### src/rtl/addsub_pkg.sv
// Shared definitions for the adder/subtractor result path and its flag consumers.
package addsub_pkg;

  localparam int unsigned ADDSUB_WIDTH = 32;
  localparam int unsigned ADDSUB_TAGW  = 5;
  localparam int unsigned NFLAGS       = 5;

  // Bit positions inside the {E,N,Z,C,V} flag vector.
  localparam int unsigned FLAG_V = 0;
  localparam int unsigned FLAG_C = 1;
  localparam int unsigned FLAG_Z = 2;
  localparam int unsigned FLAG_N = 3;
  localparam int unsigned FLAG_E = 4;

  // One buffered result as seen by the register-file write port.
  typedef struct packed {
    logic [ADDSUB_WIDTH-1:0] data;
    logic [ADDSUB_TAGW-1:0]  rd;
    logic [NFLAGS-1:0]       flags;
  } result_entry_t;

endpackage

### src/rtl/addsub_flags.sv
// Condition flags and adder self-check for one add/subtract result.
module addsub_flags
  import addsub_pkg::*;
#(
  parameter int unsigned WIDTH = ADDSUB_WIDTH
) (
  input  logic [WIDTH-1:0]  a,
  input  logic [WIDTH-1:0]  b,
  input  logic              sub,
  input  logic [WIDTH-1:0]  f,
  output logic [NFLAGS-1:0] flags_c
);

  logic [WIDTH-1:0] bx;
  logic [WIDTH:0]   ref_sum;

  // Reference sum and flags; N/Z/V come from f so a faulty adder shows through.
  always_comb begin
    bx              = b ^ {WIDTH{sub}};
    ref_sum         = {1'b0, a} + {1'b0, bx} + (WIDTH+1)'(sub);
    flags_c         = '0;
    flags_c[FLAG_N] = f[WIDTH-1];
    flags_c[FLAG_Z] = (f == '0);
    flags_c[FLAG_C] = ref_sum[WIDTH];
    flags_c[FLAG_V] = (a[WIDTH-1] == bx[WIDTH-1]) && (f[WIDTH-1] != a[WIDTH-1]);
    flags_c[FLAG_E] = (f != ref_sum[WIDTH-1:0]);
  end

endmodule

### src/rtl/addsub_result_stage.sv
// Result stage: flags each adder result, buffers it in a small FIFO and
// tracks sticky overflow/mismatch status and a retired-result count.
module addsub_result_stage
  import addsub_pkg::*;
#(
  parameter int unsigned WIDTH = ADDSUB_WIDTH,
  parameter int unsigned DEPTH = 2,
  parameter int unsigned TAGW  = ADDSUB_TAGW,
  parameter int unsigned CNTW  = 16
) (
  input  logic              clk,
  input  logic              rst_n,
  input  logic              in_valid,
  output logic              in_ready,
  input  logic [WIDTH-1:0]  in_a,
  input  logic [WIDTH-1:0]  in_b,
  input  logic              in_sub,
  input  logic [WIDTH-1:0]  in_f,
  input  logic [TAGW-1:0]   in_rd,
  output logic              out_valid,
  input  logic              out_ready,
  output logic [WIDTH-1:0]  out_data,
  output logic [TAGW-1:0]   out_rd,
  output logic [NFLAGS-1:0] out_flags,
  output logic              sticky_v,
  output logic              sticky_e,
  input  logic              clr_sticky,
  output logic [CNTW-1:0]   retired
);

  localparam int unsigned PTRW  = (DEPTH > 1) ? $clog2(DEPTH) : 1;
  localparam int unsigned CNTBW = $clog2(DEPTH + 1);

  logic [NFLAGS-1:0] in_flags_c;
  result_entry_t     in_entry;
  result_entry_t     mem [DEPTH];
  result_entry_t     head_q, head_n;
  logic [PTRW-1:0]   wr_ptr, wr_ptr_n, rd_ptr, rd_ptr_n;
  logic [CNTBW-1:0]  count, count_n;
  logic              in_ready_n, out_valid_n;
  logic              sticky_v_n, sticky_e_n;
  logic [CNTW-1:0]   retired_n;
  logic              push, pop;

  addsub_flags #(.WIDTH(WIDTH)) u_flags (
    .a       (in_a),
    .b       (in_b),
    .sub     (in_sub),
    .f       (in_f),
    .flags_c (in_flags_c)
  );

  assign in_entry  = '{data: in_f, rd: in_rd, flags: in_flags_c};
  assign out_data  = head_q.data;
  assign out_rd    = head_q.rd;
  assign out_flags = head_q.flags;

  // Next-state for pointers, occupancy, head register, sticky bits and counter.
  always_comb begin
    push        = in_valid && in_ready;
    pop         = out_valid && out_ready;
    wr_ptr_n    = wr_ptr;
    rd_ptr_n    = rd_ptr;
    count_n     = count;
    head_n      = head_q;
    retired_n   = retired;
    if (push) wr_ptr_n = wr_ptr + PTRW'(1);
    if (pop) begin
      rd_ptr_n  = rd_ptr + PTRW'(1);
      retired_n = retired + CNTW'(1);
    end
    if (push && !pop)      count_n = count + CNTBW'(1);
    else if (pop && !push) count_n = count - CNTBW'(1);
    // New head is either the slot being written this cycle or already stored.
    if (pop || (push && count == '0)) begin
      if (push && wr_ptr == rd_ptr_n) head_n = in_entry;
      else                            head_n = mem[rd_ptr_n];
    end
    in_ready_n  = (count_n != CNTBW'(DEPTH));
    out_valid_n = (count_n != '0);
    sticky_v_n  = (push && in_flags_c[FLAG_V]) || (sticky_v && !clr_sticky);
    sticky_e_n  = (push && in_flags_c[FLAG_E]) || (sticky_e && !clr_sticky);
  end

  // Control and head state; reset discards every buffered entry.
  always_ff @(posedge clk or negedge rst_n) begin
    if (!rst_n) begin
      wr_ptr    <= '0;
      rd_ptr    <= '0;
      count     <= '0;
      head_q    <= '0;
      in_ready  <= 1'b1;
      out_valid <= 1'b0;
      sticky_v  <= 1'b0;
      sticky_e  <= 1'b0;
      retired   <= '0;
    end else begin
      wr_ptr    <= wr_ptr_n;
      rd_ptr    <= rd_ptr_n;
      count     <= count_n;
      head_q    <= head_n;
      in_ready  <= in_ready_n;
      out_valid <= out_valid_n;
      sticky_v  <= sticky_v_n;
      sticky_e  <= sticky_e_n;
      retired   <= retired_n;
    end
  end

  // Entry storage; contents are only meaningful while counted as occupied.
  always_ff @(posedge clk) begin
    if (push) mem[wr_ptr] <= in_entry;
  end

endmodule

### config.mk
export PLATFORM = sky130hd
export DESIGN_NAME = addsub_result_stage
export DESIGN_NICKNAME = d
export VERILOG_FILES = /design/src/rtl/addsub_pkg.sv /design/src/rtl/addsub_flags.sv /design/src/rtl/addsub_result_stage.sv
export SDC_FILE = /design/constraint.sdc
export NUM_CORES = 1
export LEC_CHECK = 0
export BUFFER_PORTS_ARGS = -buffer_cell sky130_fd_sc_hd__buf_2
export CAP_MARGIN = 40
export CORE_MARGIN = 10
export CORE_UTILIZATION = 63
export CTS_BUF_LIST = sky130_fd_sc_hd__clkbuf_8
export CTS_CLUSTER_DIAMETER = 50
export DETAILED_ROUTE_END_ITERATION = 8
export PLACE_DENSITY = 0.87
export SYNTH_ARGS = -nofsm -noshare
export SYNTH_HDL_FRONTEND = slang
export SYNTH_HIERARCHICAL = 1
export SYNTH_SLANG_ARGS = --single-unit
### constraint.sdc
create_clock -name clk -period 6.9 [get_ports clk]
set_clock_uncertainty 0.1 [all_clocks]
set_input_delay 2.07 -clock clk [delete_from_list [all_inputs] [get_ports clk]]
set_output_delay 2.07 -clock clk [all_outputs]
set_load 0.02 [all_outputs]
Word-level counts from Yosys, hierarchy flattened:

Memories as Yosys holds them, arrays and structs flattened. A register that Yosys moved wholly into a read port is not among the register bits.
Index checks and enable logic that the tools add are counted.

* bits in registers: 24
* RAM bits: 84
* input bits: 107
* output and inout port bits: 62
* logic and storage cells: 46
* memories kept: 1

* add/sub/neg operators: 7
* equal/unequal tests: 4
* mux-type cells: 5
* bitwise gates (word level): 1
* reduce and logical (&&, ||, !) cells: 20

Memory list
* mem: words 2, width 42, read ports 1, clocked after Yosys merged registers in 1, wr ports 1, RTL line addsub_result_stage.sv:36 `result_entry_t mem [DEPTH];`

Operators by type and width (count)
* 32-bit by 32-bit adder with 33-bit output: 1
* 33-bit by 1-bit adder with 33-bit output: 1
* 32-bit logical NOT: 1
* 32-bit != test: 1
* 32-bit XOR: 1
* 16-bit by 1-bit adder with 16-bit output, second input constant: 1
* 1-bit logical AND: 10
* 1-bit logical NOT: 4
* 2-bit two-way mux: 2
* 1-bit logical OR: 3
* 1-bit two-way mux: 3
* 1-bit adder, second input constant: 2
* 2-bit by 1-bit adder with 2-bit output, second input constant: 1
* 2-bit logical NOT: 1
* 2-bit != test, second input constant: 1
* 2-bit nonzero test: 1
* 2-bit by 1-bit subtractor with 2-bit output, second input constant: 1
* 1-bit == test: 1
* 1-bit != test: 1

Longest topological paths before layout:

* depth after elaboration: 6
* depth in mapped cells: 16
* gate-level depth less buffers: 14

Cells and area by module:

Netlist, hierarchy kept.

By module, submodules not included
* addsub_result_stage: instances 1, cells each 514, area each 6543.8 um^2, sequential area each 4175.3 um^2
* addsub_flags: instances 1, cells each 404, area each 2844.0 um^2, sequential area each 0.0 um^2

Least setup slack after synthesis:

No wires, ideal clock.

* path kind: input -> register
* start point: input port in_sub
* end point: register, netlist name out_flags[4]
* library setup time: 0.155 ns
* arrival time: 5.348 ns
* data required time: 6.645 ns
* path slack: 1.297 ns
* stages: 15
* cells stage by stage: clkbuf_1 -> buf_1 -> xor2_1 -> ha_1 -> buf_6 -> a21o_1 -> a31o_1 -> or3_1 -> a22oi_2 -> nand4_1 -> or4_1 -> a2111oi_2 -> nand4_1 -> inv_1 -> a221oi_2

RTL lines
* start, declared: RTL line addsub_result_stage.sv:17 `input logic in_sub,`

==> impl_metrics.yaml <==
timing:
  drv_slew: 0
  rsz0062_at_grt: "false"
  setup_viol: 0
  hold_viol: 0
  worst_pin_slew_ps: 869
  period_minus_slack_ps: 5600
  fin_tns_setup_ps: 0
  finalCritPeriodShare: 0.811
  max_clock_freq_ghz: 0.179
  slew_headroom: 0.421
placement:
  gp_congestion: 0.980
  dp_hpwl_mm: 18.4
  io_buffers: 168
power:
  switching_share: 0.408
  pwr-share-clk: 0.174
  peakVddDrop_mv: 0.217
  power_density_nw_per_um2: 369
  leakagePower_nw: 4.65
  combinationalPowerShare: 0.480
  power_switching_w: 0.00162
  sequentialPowerShare: 0.346
  p_int_w: 0.00235
cts:
  cts_resized: 0
  clk_path_buf_depth: 2
  ctsHoldBuffers: 0
  cts.sink_count: 150
  clkTransAtPathRegs_ps: 80
  root_buffer: "clkbuf_8"
  cts_buffers: 17
  cts_tree: "yes"
  htreeDepth: 4
  cts_setup_buffers: 0
  clock_latency_ps: 440
synth:
  synth_flop_cell: "edfxtp_1"
  yosysUniqueCellTypes: 73
  synth-simple-area-share: 0.148
  synth_area_leaders: "edfxtp_1, dfrtp_1, nor2_1"
  synth_top_family_by_area: "compound AO/OA/AOI/OAI gates"
  synth.ff_latch_count: 150
  yosysSeqAreaShare: 0.445
  synthMuxAreaShare: 0.0618
  synth.net_count: 1064
  yosysWarnings: 6
  synthXorXnorAreaFrac: 0.0829
  synth_edf_count: 84
  avgSynthCellArea_um2: 10.2
  yosys.area.top_type: "edfxtp_1"
  async_reset_ff_frac: 0.440
  synthCells: 918
  synth_top_area_frac: 0.269
  synthesis.area_um2: 9390
  synth_compound_area_frac: 0.160
  synthAdderAreaFrac: 0.0528
finish:
  multiInputGateArea_um2: 4770
  syn2layout_area_growth_pct: 14.8
  antenna_cells: 0
  fill_cells: 1039
  regArea_um2: 4180
  postLayoutCoreUtil: 0.739
  drive_above_1_share: 0.281
  nets: 1214
setup_path:
  critPathSlowestCell: "a221oi_1"
  crit_cells: 15
  critical_path.max_fanout: 16
  critPathMaxStageDelay_ps: 520
  path_delay_family: "compound AO/OA/AOI/OAI gates"
  crit_chain: "buf_2, buf_4, xor2_1, ha_1, a21oi_2, o21ai_1, a221oi_1, nor2_1, a21oi_1, nand4_1, or4_1, a2111oi_2, nand4_1, inv_1, a221oi_2"
  crit_buf_inv: 3
  reg2regPathDepth: 5
  worstPathRequired_ps: 7100
  path_common_cell: "nand4_1"
  worstPathArrival_ps: 5800
  worstSetupPathType: "in2reg"
  startpoint_type: "input pin"
  r2r_start: "in_ready"
  cp-end-kind: "register"
  setup.worst_path.start: "in_sub"
routing:
  vias: 7745
  via_per_inst: 6.12
  routed_wl_mm: 25.1
  dr.first_iter.drc_count: 724
  wl_per_cell_um: 19.8
  drc: 0
  dr.pass1.iters: 8
  postRouteAntennaNets: 0
die:
  chipHeight_um: 142
  fp.dieW_um: 142
  initial_core_util: 0.643
  core_um2: 14600
  die_area_um2: 20200
  boundaryPins: 169
  placementRows: 44
global_routing:
  antenna_found_initial: 0
  grt_max_degree: 63
  grt_pass1_wl_mm: 39.7
  grt_pass1_vias: 7785
  grt_usage: 0.244
  grt-ovfl-total: 0
status:
  outcome: "finished, final reports clean"
min_path:
  hold_start: "retired[15]"
  hp-class: "reg2reg"
  holdPathStages: 1
flow_run:
  drv_cap: 0
==> cell usage after synthesis, types with 4 or more instances <==
master / instances
nor4_1: 11
buf_1: 6
a22oi_1: 5
xnor2_1: 37
a21o_1: 13
inv_1: 59
a221oi_1: 5
a21oi_1: 40
nand4_1: 20
o21ai_1: 7
and4_1: 4
xor2_1: 50
and2_1: 4
o21ai_0: 18
nor3_1: 13
nor2_1: 163
dfrtp_1: 65
nand2_1: 50
buf_4: 4
o22ai_1: 4
and3_1: 5
mux2_1: 10
buf_2: 13
nor2b_1: 4
mux2i_1: 6
a31oi_1: 8
ha_1: 38
o21bai_1: 4
mux2_2: 33
nand3_1: 14
clkbuf_1: 17
a221oi_2: 39
buf_6: 6
edfxtp_1: 84
==> layer usage <==
layer,up-vias,GRT usage,share of wire
met5,-,0,0
met4,0,0.0893,0.029
met3,59,0.0554,0.083
met2,376,0.393,0.47
met1,3700,0.314,0.41
li1,3610,-,-
==> cells by family after synthesis <==
logic type / after synthesis
AO/OA/AOI/OAI: 177
XOR/XNOR: 88
adder cells (fa/ha/maj): 39
buffers and inverters: 105
flip-flops: 150
multiplexers: 51
AND/OR/NAND/NOR: 308
==> final timing paths <==
kind	to	slack, ps
max reg2reg	out_data[22]	4160
min	retired[15]	360
min reg2reg	retired[15]	360
max in group asynchronous	in_ready	4670
min in group asynchronous	out_data[14]	1450
max	out_flags[4]	1300
==> registers in the layout (all words and copies together) (netlist names) <==
signal / flops
rd_ptr: 1
wr_ptr: 1
out_data: 32
count: 2
out_flags: 5
in_ready: 1
sticky_e: 1
sticky_v: 1
out_rd: 5
retired: 16
out_valid: 1
mem: 84
==> metrics by stage <==
| stage | power, W | setup slack, ps | instance area [µm²] | cells | hold WS [ps] |
|---|---|---|---|---|---|
| global placement | 0.00320 | 1050 | 10300 | 1230 | 350 |
| global route | 0.00421 | 928 | 10800 | 1265 | 387 |
| detailed placement | 0.00327 | 901 | 10400 | 1233 | 353 |
| finish | 0.00398 | 1300 | 10800 | 1265 | 360 |
| CTS | 0.00398 | 1370 | 10800 | 1265 | 367 |
| floorplan | 0.00275 | 1300 | 9390 | 918 | 338 |
==> worst reg2reg max path: stages (launching register included) <==
cell,delay (ps)
dfstp_2,570
and3b_4,750
buf_4,450
nor2_1,100
mux2_2,290
a221oi_1,350
==> cell usage in the layout, fill, tap and decap left out, types with 4 or more instances in the layout <==
cell      synthesis  final
a221oi_1          5      5
inv_1            59     59
and2_1            4      4
xor2_1           50     50
nor2_1          163    163
o22ai_1           4      4
and4_1            4      4
a22oi_1           5      5
buf_4             4      6
a21o_1           13     12
nor3_1           13     13
o21ai_0          18     18
buf_2            13    168
clkbuf_8          0     17
mux2_1           10     10
mux2_2           33     33
nor2b_1           4      4
nand4_1          20     20
and3_1            5      4
clkinv_4          0      4
ha_1             38     38
mux2i_1           6      6
a21oi_1          40     40
nor4_1           11     11
edfxtp_1         84     84
nand3_1          14     14
o21bai_1          4      4
dfrtp_1          65     65
nand2_1          50     50
xnor2_1          37     37
a221oi_2         39     39
clkinv_2          0      4
a31oi_1           8      8
o21ai_1           7      7
==> power by group through the flow <==
| stage | combinational (W) | clock, W | sequential, W |
|---|---|---|---|
| floorplan | 0.00120 | 0 | 0.00155 |
| global placement | 0.00181 | 0 | 0.00138 |
| detailed placement | 0.00188 | 0 | 0.00139 |
| CTS | 0.00190 | 0.000699 | 0.00138 |
| global route | 0.00206 | 0.000736 | 0.00141 |
| finish | 0.00191 | 0.000692 | 0.00138 |
==> area by class of cell <==
class | count | share of cell area
repair buffers | 177 | 0.0899
inverters | 59 | 0.0205
flip-flops and latches | 150 | 0.387
clock inverters | 15 | 0.0165
multi-input cells | 663 | 0.443
well taps | 184 | 0.0214
clock buffers | 17 | 0.0217
No activity file was read; power rests on OpenSTA's default activity.
